<file path="src/rtl/cpu_pkg.sv">
// Shared CPU-wide constants and the fetch buffer entry layout.
package cpu_pkg;
   localparam int unsigned XLEN = 32;
   localparam logic [XLEN-1:0] RESET_PC_DEFAULT = 32'h0000_0000;
   localparam logic [XLEN-1:0] INSTR_NOP = 32'h0000_0013;

   typedef struct packed {
      logic [XLEN-1:0] pc;
      logic [XLEN-1:0] instr;
   } fetch_entry_t;
endpackage

</file>
<file path="src/rtl/fetch_fifo.sv">
// Synchronous FIFO with flush; head is presented combinationally from storage.
module fetch_fifo #(
   parameter int unsigned DEPTH = 2,
   parameter int unsigned WIDTH = 64,
   localparam int unsigned CW = $clog2(DEPTH + 1)
) (
   input  logic             clk,
   input  logic             rst_n,
   input  logic             flush,
   input  logic             push,
   input  logic [WIDTH-1:0] push_data,
   input  logic             pop,
   output logic [WIDTH-1:0] head_data,
   output logic [CW-1:0]    count
);
   localparam int unsigned PW = (DEPTH > 1) ? $clog2(DEPTH) : 1;
   localparam logic [PW-1:0] LAST = PW'(DEPTH - 1);
   localparam logic [CW-1:0] FULL_CNT = CW'(DEPTH);

   logic [WIDTH-1:0] mem_q [DEPTH];
   logic [PW-1:0]    rd_ptr_q, rd_ptr_d;
   logic [PW-1:0]    wr_ptr_q, wr_ptr_d;
   logic [CW-1:0]    count_q, count_d;
   logic             do_push, do_pop;

   assign count     = count_q;
   assign head_data = mem_q[rd_ptr_q];
   assign do_pop    = pop && (count_q != '0);
   // A push into a full FIFO is accepted when the head leaves in the same cycle.
   assign do_push   = push && ((count_q != FULL_CNT) || do_pop);

   always_comb begin
      rd_ptr_d = rd_ptr_q;
      wr_ptr_d = wr_ptr_q;
      count_d  = count_q;
      if (flush) begin
         rd_ptr_d = '0;
         wr_ptr_d = '0;
         count_d  = '0;
      end else begin
         if (do_pop)
            rd_ptr_d = (rd_ptr_q == LAST) ? '0 : rd_ptr_q + PW'(1);
         if (do_push)
            wr_ptr_d = (wr_ptr_q == LAST) ? '0 : wr_ptr_q + PW'(1);
         if (do_push && !do_pop)
            count_d = count_q + CW'(1);
         else if (do_pop && !do_push)
            count_d = count_q - CW'(1);
      end
   end

   always_ff @(posedge clk or negedge rst_n) begin
      if (!rst_n) begin
         rd_ptr_q <= '0;
         wr_ptr_q <= '0;
         count_q  <= '0;
      end else begin
         rd_ptr_q <= rd_ptr_d;
         wr_ptr_q <= wr_ptr_d;
         count_q  <= count_d;
      end
   end

   always_ff @(posedge clk) begin
      if (do_push && !flush)
         mem_q[wr_ptr_q] <= push_data;
   end
endmodule

</file>
<file path="src/rtl/fetch_unit.sv">
// Instruction fetch: issues sequential word requests, tracks in-flight PCs,
// drops stale responses after a redirect and buffers {PC, instr} for decode.
module fetch_unit
   import cpu_pkg::*;
#(
   parameter logic [XLEN-1:0] RESET_PC = RESET_PC_DEFAULT,
   parameter int unsigned     DEPTH    = 2
) (
   input  logic            clk,
   input  logic            rst_n,
   input  logic            jump_flag,
   input  logic [XLEN-1:0] jump_target_PC,
   output logic            imem_req_valid,
   input  logic            imem_req_ready,
   output logic [XLEN-1:0] imem_req_addr,
   input  logic            imem_rsp_valid,
   input  logic [XLEN-1:0] imem_rsp_data,
   output logic            if_valid,
   input  logic            if_ready,
   output logic [XLEN-1:0] if_PC,
   output logic [XLEN-1:0] if_instr
);
   localparam int unsigned CW = $clog2(DEPTH + 1);
   localparam int unsigned DW = 8;
   localparam int unsigned EW = $bits(fetch_entry_t);
   localparam logic [CW:0] DEPTH_W = (CW + 1)'(DEPTH);

   logic [XLEN-1:0] pc_q, pc_d;
   logic [DW-1:0]   discard_q, discard_d;
   logic [CW-1:0]   infl_cnt, buf_cnt;
   logic [XLEN-1:0] infl_pc;
   logic [CW:0]     occupancy;
   fetch_entry_t    buf_head, buf_entry;
   logic            req_hs, rsp_match, rsp_drop, buf_empty, buf_pop;

   // Only live (non-discarded) requests count, so a redirect can refetch at once.
   assign occupancy      = {1'b0, infl_cnt} + {1'b0, buf_cnt};
   assign imem_req_valid = rst_n && !jump_flag && (occupancy < DEPTH_W);
   assign imem_req_addr  = pc_q;
   assign req_hs         = imem_req_valid && imem_req_ready;

   assign rsp_drop  = imem_rsp_valid && (discard_q != '0);
   assign rsp_match = imem_rsp_valid && (discard_q == '0) && (infl_cnt != '0);

   assign buf_entry.pc    = infl_pc;
   assign buf_entry.instr = imem_rsp_data;
   assign buf_empty       = (buf_cnt == '0);
   assign if_valid        = !buf_empty && !jump_flag;
   assign buf_pop         = if_valid && if_ready;
   assign if_PC           = buf_empty ? '0 : buf_head.pc;
   assign if_instr        = buf_empty ? '0 : buf_head.instr;

   fetch_fifo #(.DEPTH(DEPTH), .WIDTH(XLEN)) u_inflight (
      .clk       (clk),
      .rst_n     (rst_n),
      .flush     (jump_flag),
      .push      (req_hs),
      .push_data (pc_q),
      .pop       (rsp_match),
      .head_data (infl_pc),
      .count     (infl_cnt)
   );

   fetch_fifo #(.DEPTH(DEPTH), .WIDTH(EW)) u_buffer (
      .clk       (clk),
      .rst_n     (rst_n),
      .flush     (jump_flag),
      .push      (rsp_match && !jump_flag),
      .push_data (buf_entry),
      .pop       (buf_pop),
      .head_data (buf_head),
      .count     (buf_cnt)
   );

   always_comb begin
      pc_d      = pc_q;
      discard_d = discard_q;
      if (rsp_drop)
         discard_d = discard_q - DW'(1);
      if (jump_flag) begin
         pc_d = jump_target_PC & ~XLEN'(3);
         // Live in-flight requests become discards; a matching response this
         // cycle is already consumed, so it is not counted twice.
         discard_d = discard_d + DW'(infl_cnt) + DW'(req_hs) - DW'(rsp_match);
      end else if (req_hs) begin
         pc_d = pc_q + XLEN'(4);
      end
   end

   always_ff @(posedge clk or negedge rst_n) begin
      if (!rst_n) begin
         pc_q      <= RESET_PC;
         discard_q <= '0;
      end else begin
         pc_q      <= pc_d;
         discard_q <= discard_d;
      end
   end
endmodule

</file>
<file path="config.mk">
export PLATFORM = sky130hd
export DESIGN_NAME = fetch_unit
export DESIGN_NICKNAME = d
export VERILOG_FILES = /design/src/rtl/cpu_pkg.sv /design/src/rtl/fetch_fifo.sv /design/src/rtl/fetch_unit.sv
export SDC_FILE = /design/constraint.sdc
export NUM_CORES = 1
export LEC_CHECK = 0
export ABC_AREA = 1
export CORE_ASPECT_RATIO = 0.6
export CORE_UTILIZATION = 35
export DETAILED_ROUTE_END_ITERATION = 8
export PLACE_DENSITY = 0.62
export SYNTH_ARGS = -nofsm -noshare
export SYNTH_HDL_FRONTEND = slang
export SYNTH_HIERARCHICAL = 1
export SYNTH_SLANG_ARGS = --single-unit
export TNS_END_PERCENT = 5
</file>
<file path="constraint.sdc">
create_clock -name clk -period 6.27 [get_ports clk]
set_clock_uncertainty 0.1 [all_clocks]
set_input_delay 1.5675 -clock clk [delete_from_list [all_inputs] [get_ports clk]]
set_output_delay 1.5675 -clock clk [all_outputs]
set_load 0.005 [all_outputs]
</file>
==> Word level (Yosys, flattened, before mapping) <==
Memory sizes are Yosys's and may differ from the RTL's.
Index checks and enable logic that the tools add are counted.
{ "totals": {"n_memories": 2, "latch_bits": 0, "ram_bits": 192, "rom_bits": 0, "reg_bits": 48, "out_inout_bits": 98} }
{ "mem_list": {"columns": ["memory", "words", "word_bits", "read_ports", "rd_ports_with_merged_regs", "write_ports", "line", "text"], "rows": [
  ["u_buffer.mem_q", 2, 64, 1, 0, 1, "fetch_fifo.sv:20", "logic [WIDTH-1:0] mem_q [DEPTH];"],
  ["u_inflight.mem_q", 2, 32, 1, 0, 1, "fetch_fifo.sv:20", null]
]} }
{ "classes": {"bitwise_logic": 0, "mul": 0, "add_sub_neg": 14, "n_mux": 28, "shifts": 0, "reduce_logical": 39, "n_div": 0, "n_eq_ne": 2, "order_cmp": 1} }
{ "op_table": {"columns": ["cell", "n"], "rows": [
  ["$mux W32", 4],
  ["$add A32 B3 Y32 const B", 1],
  ["$logic_and A1 B1 Y1", 19],
  ["$mux W1", 16],
  ["$mux W8", 2],
  ["$reduce_bool A2 Y1", 7],
  ["$mux W2", 6],
  ["$add A8 B1 Y8", 1],
  ["$add A8 B2 Y8", 1],
  ["$logic_not A8 Y1", 1],
  ["$reduce_bool A8 Y1", 1],
  ["$sub A8 B1 Y8", 1],
  ["$sub A8 B1 Y8 const B", 1],
  ["$logic_not A1 Y1", 6],
  ["$reduce_bool A3 Y1", 2],
  ["$add A1 B1 Y1 const B", 4],
  ["$add A2 B1 Y2 const B", 2],
  ["$ne A2 B2 Y1 const B", 2],
  ["$sub A2 B1 Y2 const B", 2],
  ["$add A2 B2 Y3", 1],
  ["$lt A3 B2 Y1 const B", 1],
  ["$logic_not A2 Y1", 1],
  ["$logic_or A1 B1 Y1", 2]
]} }

==> Longest topological paths before layout <==
{ "depth": {"depth_word": 12, "depth_mapped": 21} }

==> Modules after synthesis <==
Netlist, hierarchy kept.
{ "modules_own_cells": {"columns": ["mod", "cells_each", "seq_area_each_um2", "area_each_um2", "n_inst"], "rows": [
  ["fetch_fifo at u_buffer", 371, 3943.8, 4893.4, 1],
  ["fetch_unit", 595, 950.9, 3659.8, 1],
  ["fetch_fifo at u_inflight", 204, 2021.9, 2571.2, 1]
]} }

==> Worst setup path before layout <==
Ideal clock, no wire load.
{ "synth_timing": {"kind": "input to register", "from": "input port jump_flag", "to": "memory u_buffer.mem_q[0][0], enable pin", "arrival_time_ns": 5.381, "required_time_ns": 5.683, "path_slack_ns": 0.302, "stages": 7, "path_buffers": 2, "cell_sequence": "buf_2 -> buf_1 -> nor4_1 -> o21ai_1 -> inv_1 -> nand2_1 -> nor2_1"} }
{ "synth_via": {"elab_chain_len": 9} }
{ "synth_rtl": {"columns": ["element", "line", "text"], "rows": [
  ["start, declared", "fetch_unit.sv:11", "input logic jump_flag,"],
  ["$logic_not A1 Y1 *", "fetch_fifo.sv:65, fetch_unit.sv:48, fetch_unit.sv:68", null],
  ["$logic_and A1 B1 Y1", "fetch_unit.sv:48", "assign if_valid = !buf_empty && !jump_flag;"],
  ["$logic_and A1 B1 Y1", "fetch_unit.sv:49", "assign buf_pop = if_valid && if_ready;"],
  ["$logic_and A1 B1 Y1", "fetch_fifo.sv:28", "assign do_pop = pop && (count_q != '0);"],
  ["$logic_or A1 B1 Y1", "fetch_fifo.sv:30", "assign do_push = push && ((count_q != FULL_CNT) || do_pop);"],
  ["$logic_and A1 B1 Y1", "fetch_fifo.sv:30", null],
  ["$logic_and A1 B1 Y1 *", "fetch_fifo.sv:65", "if (do_push && !flush)"],
  ["$mux W1 *", "fetch_fifo.sv:65", null],
  ["$mux W1 (implied by the code) *", "fetch_fifo.sv:66", "mem_q[wr_ptr_q] <= push_data;"],
  ["end, declared", "fetch_fifo.sv:20", null]
]} }
Mark *: on every way between the ends. The rest lies on a longest branch, timed or not.

==> Final worst setup path <==
{ "layout_timing": {"from": "input port jump_flag", "to": "output port if_valid"} }
{ "layout_via": {"elab_chain_len": 2} }
{ "layout_rtl": {"columns": ["element", "line", "text"], "rows": [
  ["$logic_not A1 Y1", "fetch_unit.sv:48", null],
  ["$logic_and A1 B1 Y1", "fetch_unit.sv:48", null],
  ["end, declared", "fetch_unit.sv:18", "output logic if_valid,"]
]} }
Every way passes these cells.

==> out/metrics.cfg <==
[run_status]
status = complete, no violations

[sta]
finalHoldViolCount = 0
rsz0062_at_grt = false
maxSlewHeadroom_pct = 31.1
setup_viol = 0
tns_ns = 0
fin_crit_sh_pct = 72.6
fin_crit_ns = 4.55
worstMarginPinSlew_ns = 1.02
drv_slew = 0
fmax_ghz = 0.220

[place]
dp_hpwl_mm = 18.1
placed_cells = 1725
port_buffers = 163
gp_congestion = 0.844

[synthesis]
synth.largest_area_cell = edfxtp_1
ys_seq_area_share_pct = 62.2
synth_common_cells = nand2_1 (453), edfxtp_1 (192), inv_1 (138), nor2_1 (107), dfrtp_1 (46)
synth_edf_count = 192
synth_compound_area_share_pct = 3.81
synth.distinct_cells = 46
synth_top_area_share_pct = 51.8
synthMuxAreaShare_pct = 0.180
synth-seq-cells = 238
synth-xor-area-share_pct = 1.64
synth_simple_gate_area_share_pct = 23.7
synth_area_um2 = 11100
synth_top_family_by_area = simple AND/OR/NAND/NOR gates
syn_area_per_cell_um2 = 9.51
synthArstFlopShare_pct = 19.3
synth.area.top_cells = edfxtp_1 (52%), nand2_1 (15%), dfrtp_1 (10%)
syn_inst = 1170
synth_adder_area_share_pct = 1.66
synth_most_common_cell = nand2_1
synth_top_flop_cell = edfxtp_1
ys_warn_count = 6

[pwr]
leakage_uw = 0.00583
p_clk_share_pct = 35.3
switching_share_pct = 27.0
p_per_area_nw_per_um2 = 281
share_comb_of_total_power_pct = 17.3
p_sw_uw = 1060
intPower_uw = 2860
vdd_drop_max_mv = 0.312
p_seq_share_pct = 47.4

[run]
max_cap_viol_count = 0

[clock_network]
cts_sinks = 238
cts_max_path_buffers = 3
ctsHoldBuffers = 0
post_cts.repair.setup_buffers = 0
clk_pin_slew_ns = 0.06
cts_max_level = 1
cts-buffers-inserted = 24
cts_root_buf = clkbuf_16
clock_latency_ns = 0.53
cts_resized = 0
cts_tree = yes

[worst_setup_path]
timing_worst_setup_path_type = in2out
crit_path_max_fanout = 32
cp.arrival_ns = 2.88
required_ns = 4.60
end_kind = output port
cp-start-kind = input pin

[cells_and_area]
diodes = 0
instances_no_fill = 1764
nNetsFinal = 1418
drive_gt1_share_pct = 6.90
area.growth.synth_to_final_pct = 25.5

[routing]
firstDrtPassIters = 5
top_layer = met4
antenna_left = 0
wl_met3_mm = 1.73
vias = 8154
wl_per_cell_um = 15.3
wl_mm = 27.0
vias_per_cell = 4.62
route.detailed.drc = 0
wl_met2_mm = 11.6
met1_length_mm = 13.3
dr.first_iter.drc_count = 472

[global_route]
grt_max_degree = 65
antenna_found_initial = 0
gr-total-overflow = 0
grtUsageTotal_pct = 17.2
grt_pass1_vias = 7856
grt_pass1_wl_mm = 43.6

[die]
die_w_um = 232
dieHeight_um = 140
initial_core_util_pct = 35.6
rows = 50
coreArea_um2 = 31200
io_pins = 168
die-area_um2 = 32500

[worst_hold_path]
hold_class = reg2reg

[path summary, 6_finish.rpt]
| path | end | depth (start not counted) | slack [ns] | start |
|---|---|---|---|---|
| setup / recovery | if_valid | 4 | 1.72 | jump_flag |
| hold reg to reg | u_inflight/wr_ptr_q$_DFFE_PN0P_ | 1 | 0.42 | u_inflight/wr_ptr_q$_DFFE_PN0P_ |
| max in group asynchronous | u_buffer/rd_ptr_q$_DFFE_PN0P_ | 2 | 4.46 | rst_n |
| setup reg to reg | u_buffer/mem_q[0][45]$_DFFE_PP_ | 11 | 2.42 | discard_q[0]$_DFF_PN0_ |
| hold / removal | u_inflight/wr_ptr_q$_DFFE_PN0P_ | 1 | 0.42 | u_inflight/wr_ptr_q$_DFFE_PN0P_ |
| min in group asynchronous | discard_q[5]$_DFF_PN0_ | 2 | 1.12 | rst_n |
[placed cells by master (no fill, tap or decap), types with 10 or more instances in the layout]
master	instances
nand3_1	33
nor2_1	102
xor2_1	15
nand2_1	453
dfrtp_1	45
clkdlybuf4s50_1	161
buf_4	10
nor3_1	10
inv_1	137
edfxtp_1	192
o21ai_0	23
clkbuf_16	25
a21oi_1	10
ha_1	10
[cells by family (layout without fill, tap and decap cells)]
logic type,Yosys count,after routing
DFF,238,238
xor gates and xnor gates,20,20
and+or+nand+nor,642,642
other,1,6
buffers and inverters,187,360
AOI/OAI and AO/OA,67,67
muxes,2,2
adders and majority gates,13,13
[registers in the layout (all words and copies together), names as in the netlist]
register	count
discard_q	8
imem_req_addr	30
u_buffer/count	2
u_buffer/mem_q	128
u_buffer/rd_ptr_q	1
u_buffer/wr_ptr_q	1
u_inflight/count	2
u_inflight/mem_q	64
u_inflight/rd_ptr_q	1
u_inflight/wr_ptr_q	1
[routing by layer]
metal / up-vias / GRT usage, %
li1: 4062 / -
met5: - / 0
met3: 29 / 3.26
met2: 249 / 25.8
met1: 3814 / 25.9
met4: 0 / 3.01
[through the flow]
step                      util (%)  area (um2)  setup slack [ns]  power (uW)  hold slack (ns)
after floorplan                  -       11100             0.302        2330            0.358
after global placement        42.4       13200              1.38        2550            0.394
after detailed placement      42.4       13200              1.28        2560            0.403
after CTS                     44.7       14000              1.67        3960            0.413
after global routing          44.7       14000              1.52        4130            0.445
final                         44.7       14000              1.72        3920            0.418
[worst max-delay path: stages]
cell and delay [ns]:
buf_2 0.35, buf_4 0.41, nor2_1 0.10, clkdlybuf4s50_1 0.45
[power by group through the flow]
stage	combinational [uW]	clock [uW]	sequential (uW)
floorplan	471	0	1860
global placement	660	0	1890
detailed placement	671	0	1890
CTS	676	1420	1860
global route	776	1490	1870
finish	679	1390	1860
[final cells by class]
cell class	instances	area [um2]
clock buffers	30	644
clock inverters	9	96.3
flip-flops and latches	238	6920
multi-input cells	750	3500
fillers	2958	17300
inverters	146	548
well taps	416	520
repair buffers	175	1740
Power figures use the tool's default switching activity.
